$ cat config.mk
export PLATFORM = sky130hd
export DESIGN_NAME = apb_timer
export DESIGN_NICKNAME = d
export VERILOG_FILES = /design/src/rtl/apb_timer_pkg.sv /design/src/rtl/apb_timer_prescaler.sv /design/src/rtl/apb_timer.sv
export SDC_FILE = /design/constraint.sdc
export NUM_CORES = 1
export LEC_CHECK = 0
export ABC_CLOCK_PERIOD_IN_PS = 3200
export CAP_MARGIN = 40
export CORE_ASPECT_RATIO = 0.9
export CORE_UTILIZATION = 42
export CTS_CLUSTER_DIAMETER = 50
export DETAILED_ROUTE_END_ITERATION = 8
export PLACE_DENSITY = 0.65
export REMOVE_ABC_BUFFERS = 1
export SYNTH_ARGS = -nofsm -noshare
export SYNTH_HDL_FRONTEND = slang
export SYNTH_SLANG_ARGS = --single-unit
$ cat constraint.sdc
create_clock -name clk -period 3.2 [get_ports clk]
set_input_delay 0.32 -clock clk [delete_from_list [all_inputs] [get_ports clk]]
set_output_delay 0.32 -clock clk [all_outputs]
set_load 0.01 [all_outputs]
$ cat src/rtl/apb_timer_pkg.sv
// ---------------------------------------------------------------------------
// apb_timer_pkg
// Shared definitions for the APB timer: register byte offsets, the word
// indices decoded from paddr[7:2], CTRL/STATUS field positions, the FSM
// state encoding and a helper that packs the CTRL read-back word.
// No ports (package).
// ---------------------------------------------------------------------------
package apb_timer_pkg;

    // Register byte offsets
    localparam logic [7:0] OFF_CTRL   = 8'h00;
    localparam logic [7:0] OFF_LOAD   = 8'h04;
    localparam logic [7:0] OFF_VALUE  = 8'h08;
    localparam logic [7:0] OFF_STATUS = 8'h0C;

    // Word indices as seen on paddr[7:2]
    localparam logic [5:0] IDX_CTRL   = OFF_CTRL[7:2];
    localparam logic [5:0] IDX_LOAD   = OFF_LOAD[7:2];
    localparam logic [5:0] IDX_VALUE  = OFF_VALUE[7:2];
    localparam logic [5:0] IDX_STATUS = OFF_STATUS[7:2];

    // CTRL field positions
    localparam int CTRL_EN_BIT       = 0;
    localparam int CTRL_MODE_BIT     = 1;
    localparam int CTRL_IE_BIT       = 2;
    localparam int CTRL_PRESCALE_LSB = 8;
    localparam int CTRL_PRESCALE_MSB = 15;

    // STATUS field positions
    localparam int STATUS_FLAG_BIT   = 0;

    // Timer FSM state encoding; RUN doubles as the CTRL.EN read-back
    typedef enum logic {
        ST_STOP = 1'b0,
        ST_RUN  = 1'b1
    } timer_state_t;

    // Assemble the CTRL word; bits that are not fields read as zero
    function automatic logic [31:0] pack_ctrl(input logic       en,
                                              input logic       mode,
                                              input logic       ie,
                                              input logic [7:0] prescale);
        return {16'h0000, prescale, 5'b00000, ie, mode, en};
    endfunction

endpackage

$ cat src/rtl/apb_timer_prescaler.sv
// ---------------------------------------------------------------------------
// apb_timer_prescaler
// 8-bit prescaler counter for the APB timer. While run is high the count
// advances every clock; when it equals prescale a one-cycle tick is issued
// and the count wraps to 0. start clears the count on the STOP->RUN edge.
// Only instantiated when APB_TIMER_PRESCALE_EN is defined.
// Ports:
//   clk       in   clock, rising edge
//   rst       in   synchronous active-high reset
//   run       in   timer FSM is in RUN
//   start     in   timer FSM is leaving STOP for RUN this cycle
//   prescale  in   [7:0] compare value from CTRL[15:8]
//   tick      out  count == prescale while running
// ---------------------------------------------------------------------------
module apb_timer_prescaler
    import apb_timer_pkg::*;
(
    input  logic       clk,
    input  logic       rst,
    input  logic       run,
    input  logic       start,
    input  logic [7:0] prescale,
    output logic       tick
);

    logic [7:0] count;

    // A new prescale value takes effect at the next compare since the
    // comparison always uses the live register value.
    assign tick = run && (count == prescale);

    always_ff @(posedge clk) begin
        if (rst || start) begin
            count <= 8'd0;
        end else if (run) begin
            count <= tick ? 8'd0 : count + 8'd1;
        end
    end

endmodule

$ cat src/rtl/apb_timer.sv
// ---------------------------------------------------------------------------
// apb_timer
// APB-attached down-counting timer with one-shot and periodic modes, an
// optional 8-bit prescaler and a level interrupt.
// Registers: 0x00 CTRL (EN, MODE, IE, PRESCALE[15:8]), 0x04 LOAD,
//            0x08 VALUE, 0x0C STATUS (FLAG, write-1-to-clear).
// Build option: define APB_TIMER_PRESCALE_EN to include the prescaler;
//               without it the timer ticks every clock in RUN and
//               CTRL[15:8] reads 0.
// Ports:
//   clk      in   clock, rising edge
//   rst      in   synchronous active-high reset
//   psel     in   APB select
//   penable  in   APB enable phase
//   paddr    in   [31:0] APB address, bits [7:2] decoded
//   pwrite   in   1 = write
//   pwdata   in   [31:0] write data
//   prdata   out  [31:0] combinational read data
//   irq      out  FLAG & IE
// ---------------------------------------------------------------------------
module apb_timer
    import apb_timer_pkg::*;
#(
    parameter logic [31:0] LOAD_RST = 32'hFFFF_FFFF
) (
    input  logic        clk,
    input  logic        rst,
    input  logic        psel,
    input  logic        penable,
    input  logic [31:0] paddr,
    input  logic        pwrite,
    input  logic [31:0] pwdata,
    output logic [31:0] prdata,
    output logic        irq
);

    timer_state_t state;
    timer_state_t state_next;

    logic        mode;
    logic        ie;
    logic        flag;
    logic [7:0]  prescale;
    logic [31:0] load;
    logic [31:0] value;

    logic [5:0]  reg_idx;
    logic        wr_commit;
    logic        wr_ctrl;
    logic        wr_load;
    logic        wr_value;
    logic        wr_status;
    logic        tick;
    logic        expire;
    logic        start;
    logic        unused_addr;

    assign reg_idx     = paddr[7:2];
    assign unused_addr = ^{paddr[31:8], paddr[1:0]};

    // Writes land only on the access (enable) phase edge
    assign wr_commit = psel & penable & pwrite;
    assign wr_ctrl   = wr_commit && (reg_idx == IDX_CTRL);
    assign wr_load   = wr_commit && (reg_idx == IDX_LOAD);
    assign wr_value  = wr_commit && (reg_idx == IDX_VALUE);
    assign wr_status = wr_commit && (reg_idx == IDX_STATUS);

    assign expire = tick && (value == 32'd0);

`ifdef APB_TIMER_PRESCALE_EN
    always_ff @(posedge clk) begin
        if (rst) begin
            prescale <= 8'd0;
        end else if (wr_ctrl) begin
            prescale <= pwdata[CTRL_PRESCALE_MSB:CTRL_PRESCALE_LSB];
        end
    end

    apb_timer_prescaler u_prescaler (
        .clk      (clk),
        .rst      (rst),
        .run      (state == ST_RUN),
        .start    (start),
        .prescale (prescale),
        .tick     (tick)
    );
`else
    logic unused_start;

    assign prescale     = 8'd0;
    assign tick         = (state == ST_RUN);
    assign unused_start = start;
`endif

    always_ff @(posedge clk) begin
        if (rst) begin
            state <= ST_STOP;
        end else begin
            state <= state_next;
        end
    end

    // A CTRL write always decides the next state, even when a one-shot
    // expiry lands on the same edge.
    always_comb begin
        state_next = state;
        if (wr_ctrl) begin
            state_next = pwdata[CTRL_EN_BIT] ? ST_RUN : ST_STOP;
        end else if (expire && !mode) begin
            state_next = ST_STOP;
        end
    end

    assign start = (state == ST_STOP) && (state_next == ST_RUN);

    always_ff @(posedge clk) begin
        if (rst) begin
            mode <= 1'b0;
            ie   <= 1'b0;
        end else if (wr_ctrl) begin
            mode <= pwdata[CTRL_MODE_BIT];
            ie   <= pwdata[CTRL_IE_BIT];
        end
    end

    always_ff @(posedge clk) begin
        if (rst) begin
            load <= LOAD_RST;
        end else if (wr_load) begin
            load <= pwdata;
        end
    end

    // Software writes take priority over a tick on the same edge; a
    // one-shot expiry simply leaves VALUE parked at zero.
    always_ff @(posedge clk) begin
        if (rst) begin
            value <= LOAD_RST;
        end else if (wr_load || wr_value) begin
            value <= pwdata;
        end else if (tick) begin
            if (value != 32'd0) begin
                value <= value - 32'd1;
            end else if (mode) begin
                value <= load;
            end
        end
    end

    // Expiry beats a simultaneous write-1-to-clear
    always_ff @(posedge clk) begin
        if (rst) begin
            flag <= 1'b0;
        end else if (expire) begin
            flag <= 1'b1;
        end else if (wr_status && pwdata[STATUS_FLAG_BIT]) begin
            flag <= 1'b0;
        end
    end

    assign irq = flag & ie;

    // Read data is driven through both APB phases so the bridge can
    // sample it during the enable phase.
    always_comb begin
        prdata = 32'd0;
        if (psel && !pwrite) begin
            case (reg_idx)
                IDX_CTRL:   prdata = pack_ctrl(state == ST_RUN, mode, ie, prescale);
                IDX_LOAD:   prdata = load;
                IDX_VALUE:  prdata = value;
                IDX_STATUS: prdata = {31'd0, flag};
                default:    prdata = 32'd0;
            endcase
        end
    end

endmodule

# Word-level counts from Yosys, hierarchy flattened
# Index checks and enable logic that the tools add are counted.
[op_classes] n_addsub=1 n_eq_ne=3 muxes=11 n_bitwise=3 n_reduce_logical=19
[ops] op="two-way mux 32 bit" n=5
[ops] op="case mux 32 bit (4 select lines)" n=1
[ops] op="logical NOT 32 bit" n=1
[ops] op="nonzero test 32 bit" n=1
[ops] op="subtractor 32 x 1 -> 32 bit (second input constant)" n=1
[ops] op="equality test 6 x 2 -> 1 bit (second input constant)" n=2
[ops] op="logical AND 1 bit" n=8
[ops] op="equality test 6 x 1 -> 1 bit (second input constant)" n=1
[ops] op="logical NOT 6 bit" n=1
[ops] op="nonzero test 2 bit" n=3
[ops] op="two-way mux 1 bit" n=5
[ops] op="AND 1 bit" n=3
[ops] op="nonzero test 3 bit" n=1
[ops] op="logical NOT 1 bit" n=2
[ops] op="AND reduction 2 bit" n=1
[ops] op="logical OR 1 bit" n=1
[word_totals] register_bits=68 inputBits=69

# Longest topological paths before layout
# Gate-level depths: netlist of the first run.
[logic_depth] depth_word=6 depth_mapped=9

# Worst setup path after synthesis of the first run
# No wires, ideal clock.
[synth_path] kind="reg2reg" startpoint="register value[24]" endpoint="register value[26]" t_arrival_ps=2478 t_required_ps=3073 setup_slack_ps=595 stages_incl_launch_ff=8 n_path_buf=1 period_less_slack_ps=2605 cell_sequence="dfxtp_1 or4_4 or4_4 or4_4 buf_6 nand2_8 nor3_1 or3b_1"
[synth_via] elab_chain_len=4
[synth_rtl] element="start, declared" line_no="apb_timer.sv:45" rtl="logic [31:0] value;"
[synth_rtl] element="start signal, assigned" line_no="apb_timer.sv:140" rtl="value <= pwdata;"
[synth_rtl] element="start signal, assigned" line_no="apb_timer.sv:143" rtl="value <= value - 32'd1;"
[synth_rtl] element="start signal, assigned" line_no="apb_timer.sv:145" rtl="value <= load;"
[synth_rtl] element="subtractor 32 x 1 -> 32 bit or nonzero test 32 bit (tied branches)" line_no="apb_timer.sv:143, apb_timer.sv:142"
[synth_rtl] element="two-way mux 32 bit" line_no="apb_timer.sv:142" rtl="if (value != 32'd0) begin"
[synth_rtl] element="two-way mux 32 bit" line_no="apb_timer.sv:141" rtl="end else if (tick) begin"
[synth_rtl] element="two-way mux 32 bit" line_no="apb_timer.sv:139" rtl="end else if (wr_load || wr_value) begin"
# Parallel ways exist; a longest one is shown, timed or not. The select of a mux whose other input is x is not followed.
# A chain may end at the register's enable or synchronous reset.

# Final worst setup path of the first run
[layout_path] startpoint="input paddr[5]" endpoint="output prdata[12]"
[layout_via] elab_chain_len=3
[layout_rtl] element="start, declared" line_no="apb_timer.sv:30" rtl="input logic [31:0] paddr,"
[layout_rtl] element="equality test 6 x 2 -> 1 bit (tied with other cells)" line_no="apb_timer.sv:168" rtl="case (reg_idx)"
[layout_rtl] element="case mux 32 bit (4 select lines) *" line_no="apb_timer.sv:168"
[layout_rtl] element="two-way mux 32 bit *" line_no="apb_timer.sv:167" rtl="if (psel && !pwrite) begin"
[layout_rtl] element="end, declared" line_no="apb_timer.sv:33" rtl="output logic [31:0] prdata,"
# Every way passes the cells marked *; elsewhere a longest branch is shown, timed or not.

==> flow_summary.ini, run 1 <==
[global_route]
met2_usage = 0.3997
overflow = 0
grt_start_max_net_pins = 49
antenna_found_initial = 0
use_met1 = 0.3534
met3_usage = 0.04406
grt_pass1_vias = 4427
busiest_layer = met2
grt_pass1_wl_um = 21760
grt_usage = 0.2544

[cts]
clock_path_buffers = 2
cts_tree = done
post_cts_buffers = 0
clkTransAtPathRegs_ns = 0.05
numCtsBuffers = 9
clock_latency_ns = 0.33
cts.repair.resized = 0
cts.sinks = 68
hold_buffers = 0
htree_levels = 3
cts_root_buf = clkbuf_16

[worst_setup_path]
timing.rr.end = value[18]
arrival_ns = 2.68
r2r_start = value[24]
ff2ff_setup_slack_ns = 0.28
end_kind = primary output
critical_path_required_ns = 2.88
start_kind = primary input
reg2reg_depth = 7
criticalPathCategory = in2out
path_max_fanout = 17

[timing]
rsz0062_at_grt = no
post-route-period-util = 0.9362
fmax_mhz = 333.8
period_minus_slack_ns = 2.996
relSlewSlack = 0.4824
fin_hold_ws_ns = 0.4876
tightest_slew_ns = 0.7765
fin_setup_tns_ns = 0
finalSetupViolCount = 0
hold_viol = 0
maxSlewViolCount = 0
fin_skew_ns = 0.008343

[floorplan]
start_util = 0.4375
dieWidth_um = 108.4
dieArea_um2 = 10600
die_y_um = 97.77
core_area_um2 = 9784
rows = 34
io_pins = 102

[logic_synthesis]
yosysWarnings = 0
syn-cell-area_um2 = 4280
async_flop_share = 0
yosys.area.top_type_share = 0.3180
synth_area_per_cell_um2 = 7.418
yosys.area.top_type = dfxtp_1
synthTopCellsByArea = dfxtp_1, nand2_1, nand3b_1
ys_ff_latch = 68
ys_seq_area_frac = 0.3180
synth-edff-count = 0
synth_flop_cell = dfxtp_1
synth_cells = 577
yosysUniqueCellTypes = 57

[finish]
layout_common_cells = nand2_1, clkdlybuf4s50_1, dfxtp_1, nor2_1, a21oi_1
stdcell_area_um2 = 5505
diodes = 0
fillCellCount = 967
drive_gt1_frac = 0.08879
nets = 708
final_common_cell = nand2_1
syn_to_final_growth_pct = 28.62

[routing]
wl_um = 12820
drc = 0
dr.pass1.iters = 4
ant_nets = 0
vias = 4468
viasPerCell = 5.818
wire_per_inst_um = 16.69
drtIter0Drc = 293

[power_and_ir_drop]
p_int_mw = 1.626
p_comb_frac = 0.060
p_per_area_nw_per_um2 = 371.4
switching_share = 0.2049
p_clk_frac = 0.522
switchingPower_uw = 418.8
p_leak_nw = 1.988
irDropWorstVdd_mv = 0.2249
pwr-share-seq = 0.418

[min_path]
hp-start = load[23]
holdPathStages = 2
holdPathEnd = load[23]
hold_path.class = reg2reg

[place]
io_buffers = 75
placed_cell_area_um2 = 5186
place_hpwl_um = 8699
gp_congestion = 0.8307

[flow_run]
maxCapViolCount = 0

[status]
status = complete, no violations
-- power by group through the flow --
stage          clock network [mW]  logic (mW)  registers (mW)
4_1_cts                      1.08       0.124           0.855
3_3_place_gp                    0       0.122           0.873
5_1_grt                      1.11       0.134           0.855
3_5_place_dp                    0       0.123           0.873
2_1_floorplan                   0      0.0390           0.872
6_report                     1.07       0.123           0.855
-- per-stage QoR --
| stage | setup WS [ns] | power, mW | util | cells |
|---|---|---|---|---|
| finish | 0.2042 | 2.044 | 0.5627 | 768 |
| CTS | 0.1970 | 2.056 | 0.5627 | 768 |
| global placement | 0.2621 | 0.9946 | 0.5301 | 752 |
| detailed placement | 0.2146 | 0.9958 | 0.5301 | 752 |
| floorplan | -1.713 | 0.9108 | - | 523 |
| global route | 0.08024 | 2.101 | 0.5627 | 768 |
-- worst max-delay path by stage --
stage,startpoint,to,slack [ns],cells past startpoint
6_report,paddr[5],prdata[12],0.20,7
5_1_grt,paddr[5],prdata[15],0.08,7
2_1_floorplan,paddr[5],value[26],-1.71,6
3_5_place_dp,paddr[5],prdata[12],0.21,7
3_3_place_gp,paddr[5],prdata[12],0.26,7
4_1_cts,paddr[5],prdata[12],0.20,7
-- registers in the layout, summed over array words and instances, names as in the netlist --
name and flops:
ie 1, flag 1, load 32, value 32
mode 1, state 1
-- cell usage after synthesis (all sizes together), types with 2 or more instances --
master  number
inv          4
o31a         3
xnor2        8
o311ai       3
and3         9
nor4b        2
a211oi       3
dfxtp       68
mux2i        5
nor3b        7
or4          7
clkbuf      46
nand2       99
or3          4
nand3b      33
nand3        9
a221oi      14
ha           2
o21a         4
a21oi       34
nand4       10
xor2         7
nor2        60
o21ai       29
nor4         9
nor3        14
buf          8
a22oi       29
a21boi       2
o31ai        2
and2         5
nor2b        6
a21o         6
a31oi        9
o211ai       5
-- metal layers --
layer / share of wire / vias to the layer above
li1: - / 2209
met1: 0.48 / 2098
met3: 0.054 / 18
met5: 0 / -
met4: 0.014 / 0
met2: 0.45 / 143
-- critical path, stage by stage --
cell,delay [ns]
clkdlybuf4s50_1,0.42
or4_1,0.61
nor3b_2,0.27
buf_4,0.28
a22oi_1,0.14
nor2_1,0.10
clkdlybuf4s50_1,0.54
-- cell families after synthesis --
kind of cell / count (synthesis) / share of synthesized area
DFF: 68 / 0.3180
AOI/OAI and AO/OA: 149 / 0.2333
adders and majority gates: 2 / 0.005845
and+or+nand+nor: 279 / 0.3379
buffers and inverters: 58 / 0.05729
muxes: 6 / 0.01695
xor gates and xnor gates: 15 / 0.03069
-- cell type report --
type	count	area [um2]	share of cell area
Inverter	4	15.01	0.002727
Clock buffer	12	246.5	0.04477
Timing Repair Buffer	103	968.4	0.1759
Clock inverter	4	72.57	0.01318
Sequential cell	68	1361	0.2473
Multi-Input combinational cell	451	2684	0.4875
Tap cell	126	157.7	0.02864
Note: power is estimated with default switching activity, not from simulation.
==> inputs of run 2 (changes only) <==
MAX_ROUTING_LAYER = met4   (was unset)
SLEW_MARGIN = 20   (was unset)
==> flow_summary.ini, run 2 (same netlist as run 1, synthesis figures left out) <==
[finish]
layout_common_cells = nand2_1, clkdlybuf4s50_1, dfxtp_1, nor2_1, a21oi_1
reg.largest.list = load (32), value (32)
drive_gt1_frac = 0.08879
nets = 708
final_common_cell = nand2_1
diodes = 0
syn_to_final_growth_pct = 28.62
layoutNonFillerInstCount = 768

[min_path]
holdPathStages = 2
hold_path.class = reg2reg

[power_and_ir_drop]
p_leak_nw = 1.988
irDropWorstVdd_mv = 0.2238
power_mw = 2.048
p_per_area_nw_per_um2 = 372.0

[routing]
dr.pass1.iters = 4
drtIter0Drc = 255
vias = 4442
viasPerCell = 5.784
wire_per_inst_um = 16.74
ant_nets = 0
drc = 0
wl_um = 12860

[floorplan]
die_y_um = 97.77
core_area_um2 = 9784
dieWidth_um = 108.4
rows = 34
dieArea_um2 = 10600
io_pins = 102
start_util = 0.4375

[cts]
hold_buffers = 0
cts.repair.resized = 0
cts_root_buf = clkbuf_16
post_cts_buffers = 0
cts_tree = done
clkTransAtPathRegs_ns = 0.06
cts.sinks = 68
clock_latency_ns = 0.33
htree_levels = 3
numCtsBuffers = 9
clock_path_buffers = 2

[worst_setup_path]
cp.depth = 7
reg2reg_depth = 7
end_kind = primary output
arrival_ns = 2.68
start_kind = primary input
path_buf_inv = 3
cp_cell_sequence = clkdlybuf4s50_1 > or4_1 > nor3b_2 > buf_4 > a22oi_1 > nor2_1 > clkdlybuf4s50_1
slowest_delay_ns = 0.61
criticalPathCategory = in2out
critical_path_required_ns = 2.88
cp_slowest_cell = or4_1
path_delay_family = buffers and inverters
path_max_fanout = 17
cp_common_cell = clkdlybuf4s50_1

[timing]
fin_skew_ns = 0.007233
post-route-period-util = 0.9363
tightest_slew_ns = 0.7712
period_minus_slack_ns = 2.996
finalSetupViolCount = 0
rsz0062_at_grt = no
maxSlewViolCount = 0
fin_hold_ws_ns = 0.4854
relSlewSlack = 0.4859
fmax_mhz = 333.8
worst_slack_ns = 0.2040
hold_viol = 0

[global_route]
overflow = 0
grt_pass1_vias = 4426
grt_pass1_wl_um = 21760
grt_start_max_net_pins = 49
antenna_found_initial = 0
grt_usage = 0.2623

[place]
io_buffers = 75
pre_cts_ws_ns = 0.2146
dp.cells = 752
gp_congestion = 0.8434
place_hpwl_um = 8699

[flow_run]
maxCapViolCount = 0

[status]
status = complete, no violations
-- run 2: worst min-delay path: stages, from the launching register on --
cell	delay, ns
dfxtp_1	0.32
nand2_1	0.06
nand3b_1	0.06
-- run 2: power by group --
group / total [mW] / internal, mW / switching (mW)
Combinational: 0.123 / 0.0729 / 0.0499
Sequential: 0.855 / 0.850 / 0.00468
Clock: 1.07 / 0.702 / 0.367
-- run 2: final timing paths --
path	start	endpoint	slack [ns]
worst min-delay path	load[26]	load[26]	0.49
worst max register to register	value[24]	value[18]	0.28
worst min register to register	load[26]	load[26]	0.49
worst max-delay path	paddr[5]	prdata[12]	0.20
-- run 2: stage by stage --
step,util,area (um2),TNS [ns]
detailed placement,0.5301,5186,0
global placement,0.5301,5186,0
global route,0.5627,5505,0
floorplan,-,4050,-79.40
finish,0.5627,5505,0
CTS,0.5627,5505,0
-- run 2: final cells by class --
cell class	count	area, um2
multi-input cells	451	2684
repair buffers	103	968.4
well taps	126	157.7
inverters	4	15.01
fillers	967	4279
clock buffers	12	246.5
flip-flops and latches	68	1361
clock inverters	4	72.57
-- run 2: routing by layer --
metal | GRT usage | wire, um | up-vias | part of all wire
li1 | - | - | 2206 | -
met1 | 0.3551 | 6133 | 2069 | 0.48
met2 | 0.3992 | 5724 | 155 | 0.45
met3 | 0.04272 | 881 | 12 | 0.069
met4 | 0.07796 | 118 | 0 | 0.0092
met5 | - | 0 | - | 0
==> inputs of run 3 (changes only) <==
REMOVE_ABC_BUFFERS = unset   (was 1)
SLEW_MARGIN = unset   (was 20)
==> flow_summary.ini, run 3 (same netlist as run 1, synthesis figures left out) <==
[status]
status = complete, no violations

[worst_setup_path]
end_kind = primary output
timing.rr.end = value[17]
ff2ff_setup_slack_ns = 0.30
start_kind = primary input
startpoint = paddr[5]
criticalPathCategory = in2out
path_max_fanout = 14
arrival_ns = 2.68
endpoint = prdata[28]
reg2reg_depth = 7
r2r_start = value[24]
critical_path_required_ns = 2.88

[routing]
wl_um = 13380
dr.pass1.iters = 4
ant_nets = 0
vias = 4603
drc = 0
wire_per_inst_um = 17.37
drtIter0Drc = 374
viasPerCell = 5.978

[cts]
clock_path_buffers = 2
htree_levels = 3
cts.sinks = 68
clock_latency_ns = 0.33
numCtsBuffers = 9
cts_tree = done
clkTransAtPathRegs_ns = 0.06
cts_root_buf = clkbuf_16
cts.repair.resized = 0
post_cts_buffers = 0
hold_buffers = 0

[timing]
relSlewSlack = 0.4960
maxSlewViolCount = 0
fmax_mhz = 333.4
rsz0062_at_grt = no
hold_viol = 0
post-route-period-util = 0.9373
fin_skew_ns = 0.007528
finalSetupViolCount = 0
period_minus_slack_ns = 2.999
fin_setup_tns_ns = 0
tightest_slew_ns = 0.7490

[floorplan]
dieArea_um2 = 10600
io_pins = 102
start_util = 0.4375
rows = 34
die_y_um = 97.77
dieWidth_um = 108.4
core_area_um2 = 9784

[power_and_ir_drop]
p_leak_nw = 1.991
power_mw = 1.953
irDropWorstVdd_mv = 0.2389
p_per_area_nw_per_um2 = 354.3

[finish]
syn_to_final_growth_pct = 28.76
drive_gt1_frac = 0.09161
nets = 710
utilization = 0.5633
diodes = 0
fillCellCount = 961
layout_common_cells = nand2_1, clkdlybuf4s50_1, dfxtp_1, nor2_1, a21oi_1
reg.largest.list = load (32), value (32)
final_common_cell = nand2_1
stdcell_area_um2 = 5512

[global_route]
grt_start_max_net_pins = 43
antenna_found_initial = 0
overflow = 0
grt_pass1_vias = 4307
grt_pass1_wl_um = 22180
grt_usage = 0.2716

[flow_run]
maxCapViolCount = 0

[place]
gp_congestion = 0.8631
placed_cell_area_um2 = 5226
place_hpwl_um = 9159
io_buffers = 75

[logic_synthesis]
syn-num-nets = 648

[min_path]
hp-start = load[30]
hold_path.class = reg2reg
## run 3: changes by cell type in the layout (fill, tap and decap cells not counted)
cell,change
clkinv_2,+2
buf_12,+2
bufinv_16,-1
clkbuf_8,-1
## run 3: layout make-up
cell class / instances / area, um2 / area share
Clock buffer: 11 / 232.7 / 0.04222
Inverter: 4 / 15.01 / 0.002724
Tap cell: 126 / 157.7 / 0.02860
Timing Repair Buffer: 105 / 1008 / 0.1830
Sequential cell: 68 / 1361 / 0.2470
Clock inverter: 5 / 52.55 / 0.009535
Multi-Input combinational cell: 451 / 2684 / 0.4869
## run 3: metal layers
layer  track usage  routed length (um)  up-vias
met5             -                   0        -
met1        0.3685                6281     2189
met2        0.4158                6048      188
met3       0.04005                 885       15
met4       0.08004                 159        0
li1              -                   -     2211
## run 3: worst min path at each step
stage	to	slack, ns	depth (start not counted)
floorplan	value[13]	0.44	2
global placement	load[13]	0.47	2
detailed placement	load[30]	0.48	2
CTS	load[30]	0.48	2
global route	load[30]	0.50	2
finish	load[30]	0.48	2
## run 3: stage by stage
stage | cells | setup WS, ns | hold WS (ns)
after floorplan | 577 | 0.5947 | 0.4433
after global placement | 753 | 0.2244 | 0.4670
after global routing | 770 | 0.08446 | 0.5010
final | 770 | 0.2008 | 0.4833
after detailed placement | 754 | 0.2012 | 0.4772
after CTS | 770 | 0.1935 | 0.4849
## run 3: report_power, final
part / switching, mW / internal, mW / total, mW
sequential: 0.00469 / 0.850 / 0.855
combinational: 0.0533 / 0.0757 / 0.129
clock: 0.370 / 0.599 / 0.969
## run 3: worst max-delay path: stages
cell             delay, ns
clkdlybuf4s50_1       0.41
or4_1                 0.58
nor3b_2               0.31
buf_4                 0.27
a22oi_1               0.12
nor2_1                0.11
clkdlybuf4s50_1       0.55
